==> src/rtl/regfile_dump_reader.sv <==
// Walks the integer register file read port and streams {index, data} beats over
// valid/ready, with an end-of-dump marker, a done pulse and a running XOR checksum.
//
//  state  | meaning
//  IDLE   | waiting for start
//  READ   | rf_raddr = idx, capture rf_rdata into the beat registers
//  SEND   | beat presented, held until accepted
//  DONE   | one-cycle done pulse, drop busy
module regfile_dump_reader #(
    parameter int unsigned NUM_REGS = 32,
    parameter int unsigned ADDR_W   = 5,
    parameter int unsigned DATA_W   = 32,
    parameter int unsigned SKIP_X0  = 0
) (
    input  logic              clk,
    input  logic              rst_n,
    input  logic              start,
    input  logic              abort,
    output logic [ADDR_W-1:0] rf_raddr,
    input  logic [DATA_W-1:0] rf_rdata,
    output logic              dump_valid,
    input  logic              dump_ready,
    output logic [ADDR_W-1:0] dump_idx,
    output logic [DATA_W-1:0] dump_data,
    output logic              dump_last,
    output logic              busy,
    output logic              done,
    output logic [DATA_W-1:0] checksum
);

    localparam logic [ADDR_W-1:0] LAST_IDX  = ADDR_W'(NUM_REGS - 1);
    localparam logic [ADDR_W-1:0] FIRST_IDX = ADDR_W'((SKIP_X0 != 0) ? 1 : 0);

    typedef enum logic [1:0] {
        S_IDLE,
        S_READ,
        S_SEND,
        S_DONE
    } state_t;

    state_t            state_q, state_d;
    logic [ADDR_W-1:0] idx_q, idx_d;
    logic              valid_q, valid_d;
    logic [ADDR_W-1:0] beat_idx_q, beat_idx_d;
    logic [DATA_W-1:0] data_q, data_d;
    logic              last_q, last_d;
    logic              busy_q, busy_d;
    logic              done_q, done_d;
    logic [DATA_W-1:0] csum_q, csum_d;

    always_comb begin
        state_d    = state_q;
        idx_d      = idx_q;
        valid_d    = valid_q;
        beat_idx_d = beat_idx_q;
        data_d     = data_q;
        last_d     = last_q;
        busy_d     = busy_q;
        done_d     = 1'b0;
        csum_d     = csum_q;

        // abort beats everything outside IDLE, including a beat accepted this cycle
        if (state_q != S_IDLE && abort) begin
            state_d = S_IDLE;
            valid_d = 1'b0;
            busy_d  = 1'b0;
        end else begin
            case (state_q)
                S_IDLE: begin
                    if (start) begin
                        idx_d   = FIRST_IDX;
                        csum_d  = '0;
                        busy_d  = 1'b1;
                        state_d = S_READ;
                    end
                end
                S_READ: begin
                    data_d     = rf_rdata;
                    beat_idx_d = idx_q;
                    last_d     = (idx_q == LAST_IDX);
                    valid_d    = 1'b1;
                    state_d    = S_SEND;
                end
                S_SEND: begin
                    if (valid_q && dump_ready) begin
                        valid_d = 1'b0;
                        csum_d  = csum_q ^ data_q;
                        if (last_q) begin
                            done_d  = 1'b1;
                            state_d = S_DONE;
                        end else begin
                            idx_d   = idx_q + ADDR_W'(1);
                            state_d = S_READ;
                        end
                    end
                end
                S_DONE: begin
                    busy_d  = 1'b0;
                    state_d = S_IDLE;
                end
                default: state_d = S_IDLE;
            endcase
        end
    end

    always_ff @(posedge clk or negedge rst_n) begin
        if (!rst_n) begin
            state_q    <= S_IDLE;
            idx_q      <= '0;
            valid_q    <= 1'b0;
            beat_idx_q <= '0;
            data_q     <= '0;
            last_q     <= 1'b0;
            busy_q     <= 1'b0;
            done_q     <= 1'b0;
            csum_q     <= '0;
        end else begin
            state_q    <= state_d;
            idx_q      <= idx_d;
            valid_q    <= valid_d;
            beat_idx_q <= beat_idx_d;
            data_q     <= data_d;
            last_q     <= last_d;
            busy_q     <= busy_d;
            done_q     <= done_d;
            csum_q     <= csum_d;
        end
    end

    assign rf_raddr   = idx_q;
    assign dump_valid = valid_q;
    assign dump_idx   = beat_idx_q;
    assign dump_data  = data_q;
    assign dump_last  = last_q;
    assign busy       = busy_q;
    assign done       = done_q;
    assign checksum   = csum_q;

endmodule
==> config.mk <==
export PLATFORM = sky130hd
export DESIGN_NAME = regfile_dump_reader
export DESIGN_NICKNAME = d
export VERILOG_FILES = /design/src/rtl/regfile_dump_reader.sv
export SDC_FILE = /design/constraint.sdc
export NUM_CORES = 1
export LEC_CHECK = 0
export ABC_AREA = 1
export BUFFER_PORTS_ARGS = -buffer_cell sky130_fd_sc_hd__buf_2
export CAP_MARGIN = 20
export CORE_ASPECT_RATIO = 1.5
export CORE_MARGIN = 2
export CORE_UTILIZATION = 48
export CTS_BUF_LIST = sky130_fd_sc_hd__clkbuf_8
export DETAILED_ROUTE_END_ITERATION = 12
export PLACE_DENSITY = 0.86
export RECOVER_POWER = 100
export SYNTH_ARGS = -nofsm -noshare
export SYNTH_HDL_FRONTEND = slang
export SYNTH_SLANG_ARGS = --single-unit
==> constraint.sdc <==
create_clock -name clk -period 1.15 [get_ports clk]
set_input_delay 0.1725 -clock clk [delete_from_list [all_inputs] [get_ports clk]]
set_output_delay 0.1725 -clock clk [all_outputs]
set_load 0.05 [all_outputs]
== Word-level counts from Yosys, hierarchy flattened ==
Index checks and enable logic that the tools add are counted.
Word-level totals
  register bits after elaboration: 80
  output and inout port bits: 78
Operators by class
  muxes and demuxes: 22
  reductions and logical operators: 13
  eq/ne operators: 9
  add/subtract/negate cells: 1
  bitwise gates (word level): 2
Operators by type and width (count)
  $mux W32: 2
  $pmux W32 S2: 1
  $xor A32 B32 Y32: 1
  $mux W5: 3
  $pmux W5 S2: 1
  $mux W1: 8
  $mux W2: 4
  $pmux W2 S4: 1
  $reduce_and A2 Y1: 4
  $ne A2 B2 Y1 const B: 3
  $ne A3 B3 Y1 const B: 2
  $reduce_bool A3 Y1: 2
  $add A5 B1 Y5 const B: 1
  $eq A5 B5 Y1 const B: 1
  $reduce_and A5 Y1: 1
  $eq A2 B2 Y1 const B: 2
  $pmux W1 S2: 2
  $reduce_and A4 Y1: 1
  $reduce_bool A2 Y1: 2
  $eq A2 B1 Y1 const B: 1
  $logic_and A1 B1 Y1: 2
  $logic_not A2 Y1: 1
  $not A1 Y1: 1

== Logic depth before layout (Yosys ltp) ==
Gate-level depths: netlist of run 1.
  depth after elaboration: 4
  gate-level depth with buffers: 8

== Worst setup path after synthesis of run 1 ==
OpenSTA, ideal clock, no wires.
  kind: flip-flop to flip-flop
  start point: register idx_q[1] (netlist: rf_raddr[1])
  end point: register idx_q[4] (netlist: rf_raddr[4])
  arrival: 1.431 ns
  buffers on the path: 0
  slack: -0.404 ns
  cell stages (with the launch flop): 7
  clock period less this slack: 1.554 ns
  cell sequence: dfrtp_1 ha_1 nand2_1 nor2_1 ha_1 nand2_1 o21ai_1
Between the ends
  cells in the longest elaborated chain, start to end: 4
RTL lines
  start, declared: RTL line 42  | logic [ADDR_W-1:0] idx_q, idx_d;
  start signal, assigned: RTL line 119  | idx_q <= idx_d;
  $add A5 B1 Y5: RTL line 92  | idx_d = idx_q + ADDR_W'(1);
  $mux W5: RTL line 88  | if (last_q) begin
  $mux W5: RTL line 85  | if (valid_q && dump_ready) begin
  $pmux W5 S2: RTL line 68  | case (state_q)
Every way passes these cells. The select of a mux whose other input is x is not followed.
A chain may end at the register's enable or synchronous reset.

== Worst setup path after layout of run 1 ==
  start point: register state_q[1]
  end point: register data_q[1] (netlist: dump_data[1])
Between the ends
  cells in the longest elaborated chain, start to end: 4
RTL lines
  start, declared: RTL line 41  | state_t state_q, state_d;
  start signal, assigned: RTL line 118  | state_q <= state_d;
  $reduce_bool A2 Y1: RTL line 63  | if (state_q != S_IDLE && abort) begin
  $logic_and A1 B1 Y1: RTL line 63
  $not A1 Y1 (no source line)
  $reduce_and A2 Y1 (no source line) (*)
  end signal, assigned: RTL line 122  | data_q <= data_d;
  end, declared: RTL line 45  | logic [DATA_W-1:0] data_q, data_d;
Every way passes the cells marked *; elsewhere a longest branch is shown, timed or not.

==> results of run 1 <==
## routing by layer
layer  vias to the layer above  global-route usage [%]  share of wire [%]
li1                       1763                       -                  -
met1                      1960                    29.5                 35
met2                       162                    41.9                 55
met3                        61                    5.07                4.0
met4                         0                    14.0                5.1
met5                         -                       0                  0
## per-stage QoR
| step | TNS [ns] | hold slack (ns) |
|---|---|---|
| 6_report | -12.26 | 0.0306 |
| 3_5_place_dp | -6.40 | 0.234 |
| 5_1_grt | -18.06 | 0.0297 |
| 2_1_floorplan | -5.10 | -0.123 |
| 4_1_cts | -7.96 | 0.0340 |
| 3_3_place_gp | -2.69 | 0.226 |
## kinds of logic after synthesis
group	synth area share [%]
buffers and inverters	7.63
AO/OA/AOI/OAI	13.2
XOR/XNOR	0.237
AND/OR/NAND/NOR	24.2
adder cells (fa/ha/maj)	0.676
flip-flops	54.1
## path summary, 6_finish.rpt
path / cells after the start / end / startpoint / slack (ns)
max in group asynchronous: 3 / checksum[16] / rst_n / 0.10
min in group asynchronous: 3 / rf_raddr[3] / rst_n / 0.50
hold / removal: 3 / dump_data[25] / rf_rdata[25] / 0.03
hold reg to reg: 2 / dump_idx[0] / dump_idx[0] / 0.49
setup / recovery: 6 / dump_data[1] / state_q[1] / -0.29
setup reg to reg: 6 / dump_data[1] / state_q[1] / -0.29
## area by class of cell
cell class,count,share of cell area (%)
Clock buffer,10,2.24
Clock inverter,6,0.387
Inverter,42,2.57
Multi-Input combinational cell,283,28.8
Sequential cell,80,32.9
Tap cell,102,2.08
Timing Repair Buffer,207,31.0
## state kept, by name, indices dropped and copies added (netlist names)
name,count
checksum,32
dump_valid,1
dump_data,32
dump_idx,5
rf_raddr,5
dump_last,1
state_q,2
busy,1
done,1
## critical path, stage by stage (launching register included)
cell     delay [ns]
dfrtp_2        0.46
inv_2          0.10
buf_6          0.12
nand3_2        0.17
buf_6          0.23
nand2_1        0.09
o21ai_0        0.12
## cells in the final DEF, fill, tap and decap left out, drive strengths merged, types with 4 or more instances in the layout
cell type  count
nand3         40
nand2        122
o21ai         76
buf          201
clkbuf        15
or2           32
nor2           4
inv           47
dfrtp         80
## timing repair
| action | 4_1_cts | 5_1_grt |
|---|---|---|
| hold buffers | 1 | 0 |
| setup buffers | 19 | 49 |
| hold endpoints to repair | 80 | 0 |
| pin swaps | 3 | 5 |
| cloned | 3 | 7 |
| resized for setup | 139 | 122 |
| setup endpoints to repair | 150 | 143 |
## where the power goes
part	switching, W	total [W]	internal [W]
clock	0.00102	0.00182	0.000802
sequential	0.00122	0.00506	0.00384
combinational	0.00743	0.0126	0.00515
total	0.00967	0.0195	0.00980
==> summary by stage, run 1 <==
Synth
The share of async-settable or async-resettable flops after synthesis is 100%. The post-synthesis instance area is 0.00370 mm^2. The cell taking the most area after synthesis is dfrtp_1. In the synthesized netlist the dominant register cell turns out to be dfrtp_1. Counting flops with a built-in enable in the synthesized netlist gives 0.

The number of flip-flops and latches in the synthesized netlist is 80. The average instance in the mapped netlist occupies 8.78 um^2. By area the synthesized netlist is led by dfrtp_1, nand2_1, o21ai_2. Synthesis produced 422 cells. The most common cell in the netlist is nand2_1. After synthesis, the most frequently instantiated cells are nand2_1, dfrtp_1, inv_1, o21ai_0, nand3_1. The number of nets in the synthesized netlist is 461. The area share of the leading cell type in the synthesized netlist is 54.1%.

Sequential cells were found to cover 54.1% of the synthesized design area. The count of cell types in the netlist is 24. Yosys printed 0 warnings.

STA
Setup repair after global routing could not meet its margin everywhere. The final max-slew violation count came to 0. Measured against its own limit, the worst slew margin works out to 51.5%. After layout, the worst path uses 125% of the clock period. The final hold violation count was 0.

The shortest clock period the worst path allows after layout is 1.44 ns. Setup slack on the critical path of the routed design comes to -0.287 ns. The highest achievable clock rate is 696 MHz. Across the routed clock network, the largest skew measured is 0.00969 ns. At the pin with the least slew margin, the transition time is 0.727 ns. The number of failing setup endpoints in the final timing report is 88.

Clock tree
Buffers inserted during clock tree synthesis total 9. At the later pin of the worst-skew pair, clock insertion delay measures 0.37 ns. The number of levels the H-tree was split into is 3.

The largest buffer count on any clock path is 2. The cell sitting at the root of the clock tree is a clkbuf_8. The TritonCTS clock tree is yes. The tree built by TritonCTS fans out to 80 sinks. Clock-pin slew was measured on the worst setup and hold paths at 0.08 ns.

Setup path
The worst setup path is launched from a flip-flop. STA puts the critical path data required time at 1.37 ns. The endpoint arrival time on the critical path is 1.66 ns. Of all nets on the critical path, the largest fanout is 11. The critical path start-end classification is flip-flop to flip-flop. STA classifies the critical path endpoint as a flip-flop.

Layout
Summing all multi-input logic gate instances after layout gives 0.00177 mm^2. The final net count is 662. The finished layout cell area is 0.00614 mm^2. The number of cells in the finished layout apart from fillers is 730. Measured on the finished design, the core utilization comes to 81.1%. Summing all flip-flop and latch instances after layout gives 0.00202 mm^2.

The fraction of layout cells with a size suffix above 1 is 57.8%. The repair_antennas step left the layout with diodes totalling 0. The final-layout fill cell count is 406. Relative to the synthesized area, the layout overhead comes to 65.7%.

Route
The number of violations reported at the end of detailed-routing iteration 0 is 300. In the routed design, unresolved DRC markers number 0. The routed wire length is 13,400 um. The average via count per standard cell is 5.41. The number of detailed-routing iterations run before antenna repair is 4.

The remaining number of nets flagged by the antenna check after routing is 0. The routed layout has 3,946 vias. The detail-routed net length per standard cell is 18.3 um.

Global routing
For this run the aggregate overflow at the end of global routing stands at 0. The via count of the first global-routing pass is 3,456. The largest net degree at the start of global routing is 81.

The number of antenna violations at the first check in global routing came to 0. The global-route wire length before repair is 16,200 um. The combined global-route utilization of all metal layers is 25.3%.

Power and ir drop
The peak supply drop is 1.98 mV. The static leakage power is 3.09 nW. The power consumption is 0.0195 W. For this design the ratio of total power to cell area is 3170 mW/mm^2.

Floorplanning
The total area inside the core boundary comes to 0.00756 mm^2. The count of standard-cell rows is 39. The die covers 0.00845 mm^2. The number of top-level design ports is 115. The floorplan step set the die width to 75.7 um. The height of the die is 112 um. The starting utilization of the core area is 49.0%.

Placed design
The cell total after placement is 639. Once detailed placement completed, the half-perimeter wirelength came to 6040 um. Once placement finished, the instance area stood at 0.00460 mm^2. The number of buffers added on ports is 114. The placer's final routability congestion estimate is 0.853. The worst setup slack before clock tree synthesis is -0.168 ns.

Outcome
The checks that failed: setup timing. The run finished, with violations left.

Job
The tool flagged a number of max-cap violations equal to 0.

Hold path
The classification of the worst-slack hold path is input pin to flip-flop.
No activity file was read; power rests on OpenSTA's default activity.
==> run 2, diff against run 1 <==
SKIP_LAST_GASP = 1   (was default)
==> run 2 against run 1 <==
Compared with the run above:
- the flow still finishes with violations (setup timing)
- clock power is essentially flat
- global-route usage is essentially flat
- first-iteration DRC count shrank 14%
- setup slack gained 0.054 ns
- critical endpoint is now dump_data[18]
==> summary by stage, run 2 (synthesis results as in run 1) <==
Outcome
The run finished, with violations left. The final reports fail on setup timing.

Clock tree
The number of buffers created by CTS is 9. The later pin in the worst-skew pair is clocked with a latency of 0.36 ns. In this run the deepest clock path goes through 2 buffers. CTS placed an instance of clkbuf_8 at the clock tree root. The TritonCTS clock tree is yes.

For this design, the sink count on the clock tree is 80. The clock transition at the registers of the reported paths is 0.09 ns. The H-tree generated during clock tree synthesis spans 3 levels.

Route
The detailed router finished its first iteration with 257 violations. In the final routed layout, each cell accounts on average for 18.1 um. In the routed design, unresolved DRC markers number 0. Wires add up to 13,200 um. The number of vias after detailed routing is 3,935. Dividing the detail-routed via count by the number of cells gives 5.39. The first detailed-routing pass ran for 5 iterations. The remaining number of nets flagged by the antenna check after routing is 0.

Power and ir drop
VDD sags by at most 2.20 mV. The share of total power in the clock network is 9.3%. The register share of total power is 26.2%. The power consumption is 0.0193 W. The switching fraction of total power is 49.5%. The static leakage power is 3.07 nW. The analysis attributes to net switching a power of 0.00952 W. Power spread over the standard cell area amounts to 3160 mW/mm^2. Internal power comes to 0.00973 W. The combinational cell fraction of total power is 64.5%.

Placed design
The worst setup slack before clock tree synthesis is -0.168 ns. At the end of routability-driven placement, the weighted congestion stood at 0.853. After legalization and detailed placement, the total HPWL measured 6040 um. In this run the cell area measured after placement is 0.00460 mm^2.

The count of buffers added on input and output ports is 114.

STA
The final max-slew violation count is 0. The highest achievable clock rate is 723 MHz. The final hold violation count is 0.

The number of failing setup endpoints in the final timing report is 84. The worst path uses 120% of the clock period. The worst pin sits at a relative slew slack of 50.2%. For the finished layout, the period the worst path requires is 1.38 ns. The total negative setup slack is -11.36 ns. Between clock sinks in the finished design, the worst skew comes to 0.0162 ns. The worst setup slack after layout is -0.233 ns. The transition time at the pin with the least slew margin is 0.747 ns. Setup repair after global routing could not meet its margin everywhere.

Layout
The finished layout cell area is 0.00609 mm^2. Compared with the post-synthesis result, the final layout area differs by 64.4%. The fraction of layout cells with a size suffix above 1 is 55.7%. The top cell types in the final layout, fill and taps aside, are nand2_1, buf_6, buf_4, dfrtp_1, inv_1. The net count of the finished layout is 662. The commonest non-fill, non-tap cell in the layout is nand2_1. The number of diodes added for antenna fixing is 0.

Global routing
Across every metal layer, demand over resource in global routing totals 25.3%. The layer with the highest usage is met2. The met2 usage is 41.9%. The met1 usage is 29.5%. The largest net degree at the start of global routing is 81.

The sum of overflow across all layers after global routing is 0. The via count of the first global-routing pass is 3,448. For met3 alone, demand over resource in global routing was 5.07%. The global-route wire length before repair is 16,100 um.

The number of antenna violations at the first check in global routing came to 0.

Setup path
Data on the critical path is required at its endpoint by 1.38 ns. Data on the critical path arrives at its endpoint at 1.61 ns. By startpoint and endpoint, the worst setup path is classified as flip-flop to flip-flop.

The startpoint class of the critical path is a flip-flop. The kind of end point of the critical path is a flip-flop. The maximum fanout along the worst path is 28.

Floorplanning
The area of the die is 0.00845 mm^2. From bottom edge to top edge, the die measures 112 um. Once the floorplan was initialized, standard cells occupied 49.0% of the core.

The floorplan step set the die width to 75.7 um. The number of top-level design ports is 115. The count of standard-cell rows is 39. The core region area is 0.00756 mm^2.

Hold path
The tightest min-delay check is of the input pin to flip-flop type.

Job
The number of maximum-capacitance constraint violations is 0.
[run 2: cell counts in the layout (fill, tap and decap cells not counted)]
No cell type changed its count.
[run 2: area by class of cell]
type / instances / area, um^2
multi-input combinational: 283 / 1720
sequential: 80 / 2020
tap: 102 / 128
fill: 405 / 1480
inverter: 42 / 158
timing repair buffer: 207 / 1900
clock buffer: 10 / 138
clock inverter: 6 / 23.8
[run 2: worst max-delay path: stages, from the launching register on]
cell and delay, ns:
dfrtp_2 0.46, inv_2 0.10, buf_6 0.12, nand3_4 0.16
buf_12 0.22, nand2_1 0.08, o21ai_0 0.11
[run 2: timing repair]
item                       4_1_cts  5_1_grt
hold buffers                     1        0
buffers inserted                19       49
setup endpoints to repair      150      143
hold endpoints to repair        80        0
pin swaps                        3        5
gates resized for setup        137      101
gates cloned                     3        7
[run 2: per-layer routing]
metal  wire [um]  share of wire [%]  vias up
met3         566                4.3       66
met2        7100                 54      167
li1            -                  -     1762
met5           0                  0        -
met4         731                5.5        0
met1        4810                 36     1940
[run 2: worst paths after layout]
kind                         startpoint       endpoint  slack [ns]  cells after the start
setup / recovery             state_q[1]  dump_data[18]       -0.23                      6
min in group asynchronous         rst_n    rf_raddr[3]        0.48                      3
max in group asynchronous         rst_n   dump_data[2]        0.08                      3
hold / removal             rf_rdata[29]  dump_data[29]        0.03                      3
setup reg to reg             state_q[1]  dump_data[18]       -0.23                      6
hold reg to reg             dump_idx[0]    dump_idx[0]        0.50                      2
[run 2: metrics by stage]
| stage | instances | util [%] | hold slack [ns] |
|---|---|---|---|
| floorplan | 422 | - | -0.123 |
| global placement | 639 | 60.9 | 0.226 |
| detailed placement | 639 | 60.9 | 0.234 |
| CTS | 677 | 71.1 | 0.0340 |
| global route | 730 | 80.5 | 0.0479 |
| finish | 730 | 80.5 | 0.0348 |
[run 2: power groups by stage]
stage / clock network [W] / logic, W / registers, W
after global placement: 0 / 0.00830 / 0.00478
after detailed placement: 0 / 0.00851 / 0.00486
after floorplan: 0 / 0.00319 / 0.00810
final: 0.00180 / 0.0124 / 0.00504
after global routing: 0.00196 / 0.0130 / 0.00512
after CTS: 0.00179 / 0.0103 / 0.00490
==> run 3, diff against run 2 <==
CORE_UTILIZATION = 53   (was 48)
PLACE_DENSITY = 0.89   (was 0.86)
clock period = 1.5 ns   (was 1.15 ns; I/O delays follow)
==> run 3 against run 2 <==
Compared with the run above:
- combinational power shrank 50%
- sequential share of layout area increased by 10 points
- critical endpoint is now checksum[25]
- critical path depth stayed put
- cell count is 15% lower
- setup slack better by 0.35 ns
- flip-flop and latch count stayed put
- via count fell by 18%
- fmax is 0.34% higher
- final area is 24% lower
- clock-buffer cell count grew 1
- the run now ends clean
- die area decreased by 9.0%
==> summary by stage, run 3 (synthesis results as in run 1) <==
STA
Across all setup checks in the final design, the least slack found is 0.122 ns. Setup violations remaining at the end of the flow were counted as 0. The final max-slew violation count is 0. Clock skew on the completed layout was measured at 0.00739 ns. The worst path uses 91.9% of the clock period. Based on the critical path, the design can be clocked at up to 726 MHz. The transition time at the pin with the least slew margin is 0.714 ns. Measured against its own limit, the worst slew margin works out to 52.4%. The shortest clock period the worst path allows after layout is 1.38 ns.

The final hold violation count is 0. The total negative setup slack is 0 ns.

Clock tree
The clock transition at the registers of the reported paths is 0.08 ns. In this run, CTS created clock tree buffers numbering 9. TritonCTS built the clock tree.

The clock latency reported for the late side of the worst-skew pair is 0.35 ns. The buffer cell driving the clock tree root is clkbuf_8. The number of clock sinks seen by CTS is 80. The number of levels the H-tree was split into is 3. The longest clock path from root to sink contains 2 buffers.

Layout
The number of diodes added for antenna fixing is 0. The fraction of layout cells with a size suffix above 1 is 37.5%. The final net count is 578. Compared with the post-synthesis result, the final layout area differs by 24.6%. In the layout the commonest cells are nand2_1, buf_2, dfrtp_1, inv_1, o21ai_0. The number of cells in the finished layout apart from fillers is 622.

Cells fill 67.8% of the core in the end. Leaving out fill and tap cells, the most frequent cell in the layout is nand2_1.

Setup path
The slowest stage cell on the critical path is dfrtp_1. The critical path capture point is checksum[25]. Walking the worst path, the cells encountered are nor2_2 > nand2_2 > nand3_4 > buf_4 > nand2_1 > o21ai_1. The register-to-register setup slack is 0.12 ns. The timing startpoint of the critical path is state_q[0]. Along the worst path, the maximum fanout reaches 7.

The worst register-to-register path ends at checksum[25]. The endpoint arrival time on the critical path is 1.64 ns. STA classifies the critical path startpoint as a flip-flop.

The number of cells on the worst reg-to-reg path is 6. The kind of end point of the critical path is a flip-flop. The largest incremental delay on the critical path is 0.49 ns. The critical path start-end classification is flip-flop to flip-flop. The origin of the critical flop-to-flop path is state_q[0]. Data on the critical path is required at its endpoint by 1.76 ns.

Power and ir drop
The reported net switching power is 0.00599 W. Sequential cells burn 32.1% of the power. The share of total power dissipated in combinational logic is 54.1%. The share of total power in the clock network is 13.8%.

The cell-internal power is 0.00551 W. The switching fraction of total power is 52.1%. For this design the ratio of total power to cell area is 2490 mW/mm^2. VDD sags by at most 1.69 mV. The static leakage power is 2.48 nW.

Placed design
The cell total after placement is 602. The placer's final routability congestion estimate is 0.805. Detailed placement finished with a half-perimeter wire length of 5820 um. Port buffering added 114 buffers. The worst setup slack before clock tree synthesis is 0.0658 ns.

Floorplanning
The die covers 0.00769 mm^2. The x dimension of the die is 72.3 um. Pin placement for this block handled 115 I/O pins. The initial utilization of the core area, before any placement, comes to 54.4%.

The floorplan has 37 rows. In this run the standard cell core region covers 0.00681 mm^2. From bottom edge to top edge, the die measures 106 um.

Global routing
The combined global-route utilization of all metal layers is 23.2%. The sum of overflow across all layers after global routing is 0. Entering global routing, the biggest net connects 81 pins.

The first global-routing pass estimated 14,000 um of wire. The number of antenna violations at the first check in global routing is 0. The via count of the first global-routing pass was 3,076.

Route
For this block, the via count after detailed routing is 3,243. The number of detailed-routing iterations run before antenna repair is 4. The remaining number of nets flagged by the antenna check after routing is 0. The detail-routed net length per standard cell is 13.6 um. For this run, design rule violations remaining after detail routing come to 0.

In the routed layout, each cell is associated on average with a via count of 5.21. The first routing iteration left 283 violations. The routed wire length is 8460 um.

Hold path
The min-delay analysis places its worst path in the category input pin to flip-flop. The worst hold path was traced through 2 stages.

Outcome
The run finished with clean final reports.

Job
The number of maximum-capacitance constraint violations is 0.
## run 3: cell types whose count changed in the layout (fill, tap and decap cells not counted), moves of 10 or more
cell,change
buf_6,-80
nand2_2,-32
dfrtp_1,+11
buf_4,-72
buf_2,+77
dfrtp_2,-11
o21ai_2,-10
nand2_1,+39
o21ai_0,+19
## run 3: worst min-delay path by stage
stage,start,end,slack [ns]
after CTS,abort,state_q[1],0.07
after floorplan,rst_n,busy,-0.07
after global placement,rst_n,dump_idx[1],0.28
final,abort,state_q[1],0.1
after detailed placement,rst_n,dump_idx[1],0.29
after global routing,abort,state_q[1],0.09
## run 3: power groups by stage
stage	Combinational [W]	Sequential [W]	Clock, W
final	0.00622	0.00369	0.00159
after global routing	0.00668	0.00381	0.00171
after CTS	0.00610	0.00367	0.00162
after detailed placement	0.00608	0.00372	0
after global placement	0.00593	0.00364	0
after floorplan	0.00221	0.00616	0
## run 3: routing by layer
layer / wire, um / part of all wire, % / GRT usage [%]
met1: 3370 / 40 / 27.7
met2: 4540 / 54 / 39.4
met3: 365 / 4.3 / 4.27
met4: 189 / 2.2 / 11.5
met5: 0 / 0 / 0
## run 3: layout make-up
cell class / count / area [um^2]
Tap cell: 78 / 97.6
Clock buffer: 11 / 151
Fill cell: 544 / 2190
Sequential cell: 80 / 2010
Clock inverter: 5 / 47.5
Inverter: 42 / 158
Timing Repair Buffer: 125 / 717
Multi-Input combinational cell: 281 / 1440
## run 3: worst max-delay path: cells and delay by family (launching register included)
| family | cells | cell delay, ns |
|---|---|---|
| DFF | 1 | 0.49 |
| buffers and inverters | 1 | 0.18 |
| and+or+nand+nor | 4 | 0.54 |
| AOI/OAI and AO/OA | 1 | 0.09 |
## run 3: through the flow
step	total power, W	hold WS, ns	area (um^2)
final	0.0115	0.0967	4610
after global routing	0.0122	0.0884	4610
after detailed placement	0.00980	0.285	4360
after floorplan	0.00838	-0.0706	3710
after CTS	0.0114	0.0652	4570
after global placement	0.00957	0.280	4360
## run 3: repair_timing
item	CTS	global route
hold buffers	1	0
setup buffers	0	2
setup endpoints to repair	0	15
gates resized for setup	0	3
endpoints found under the hold margin	80	0
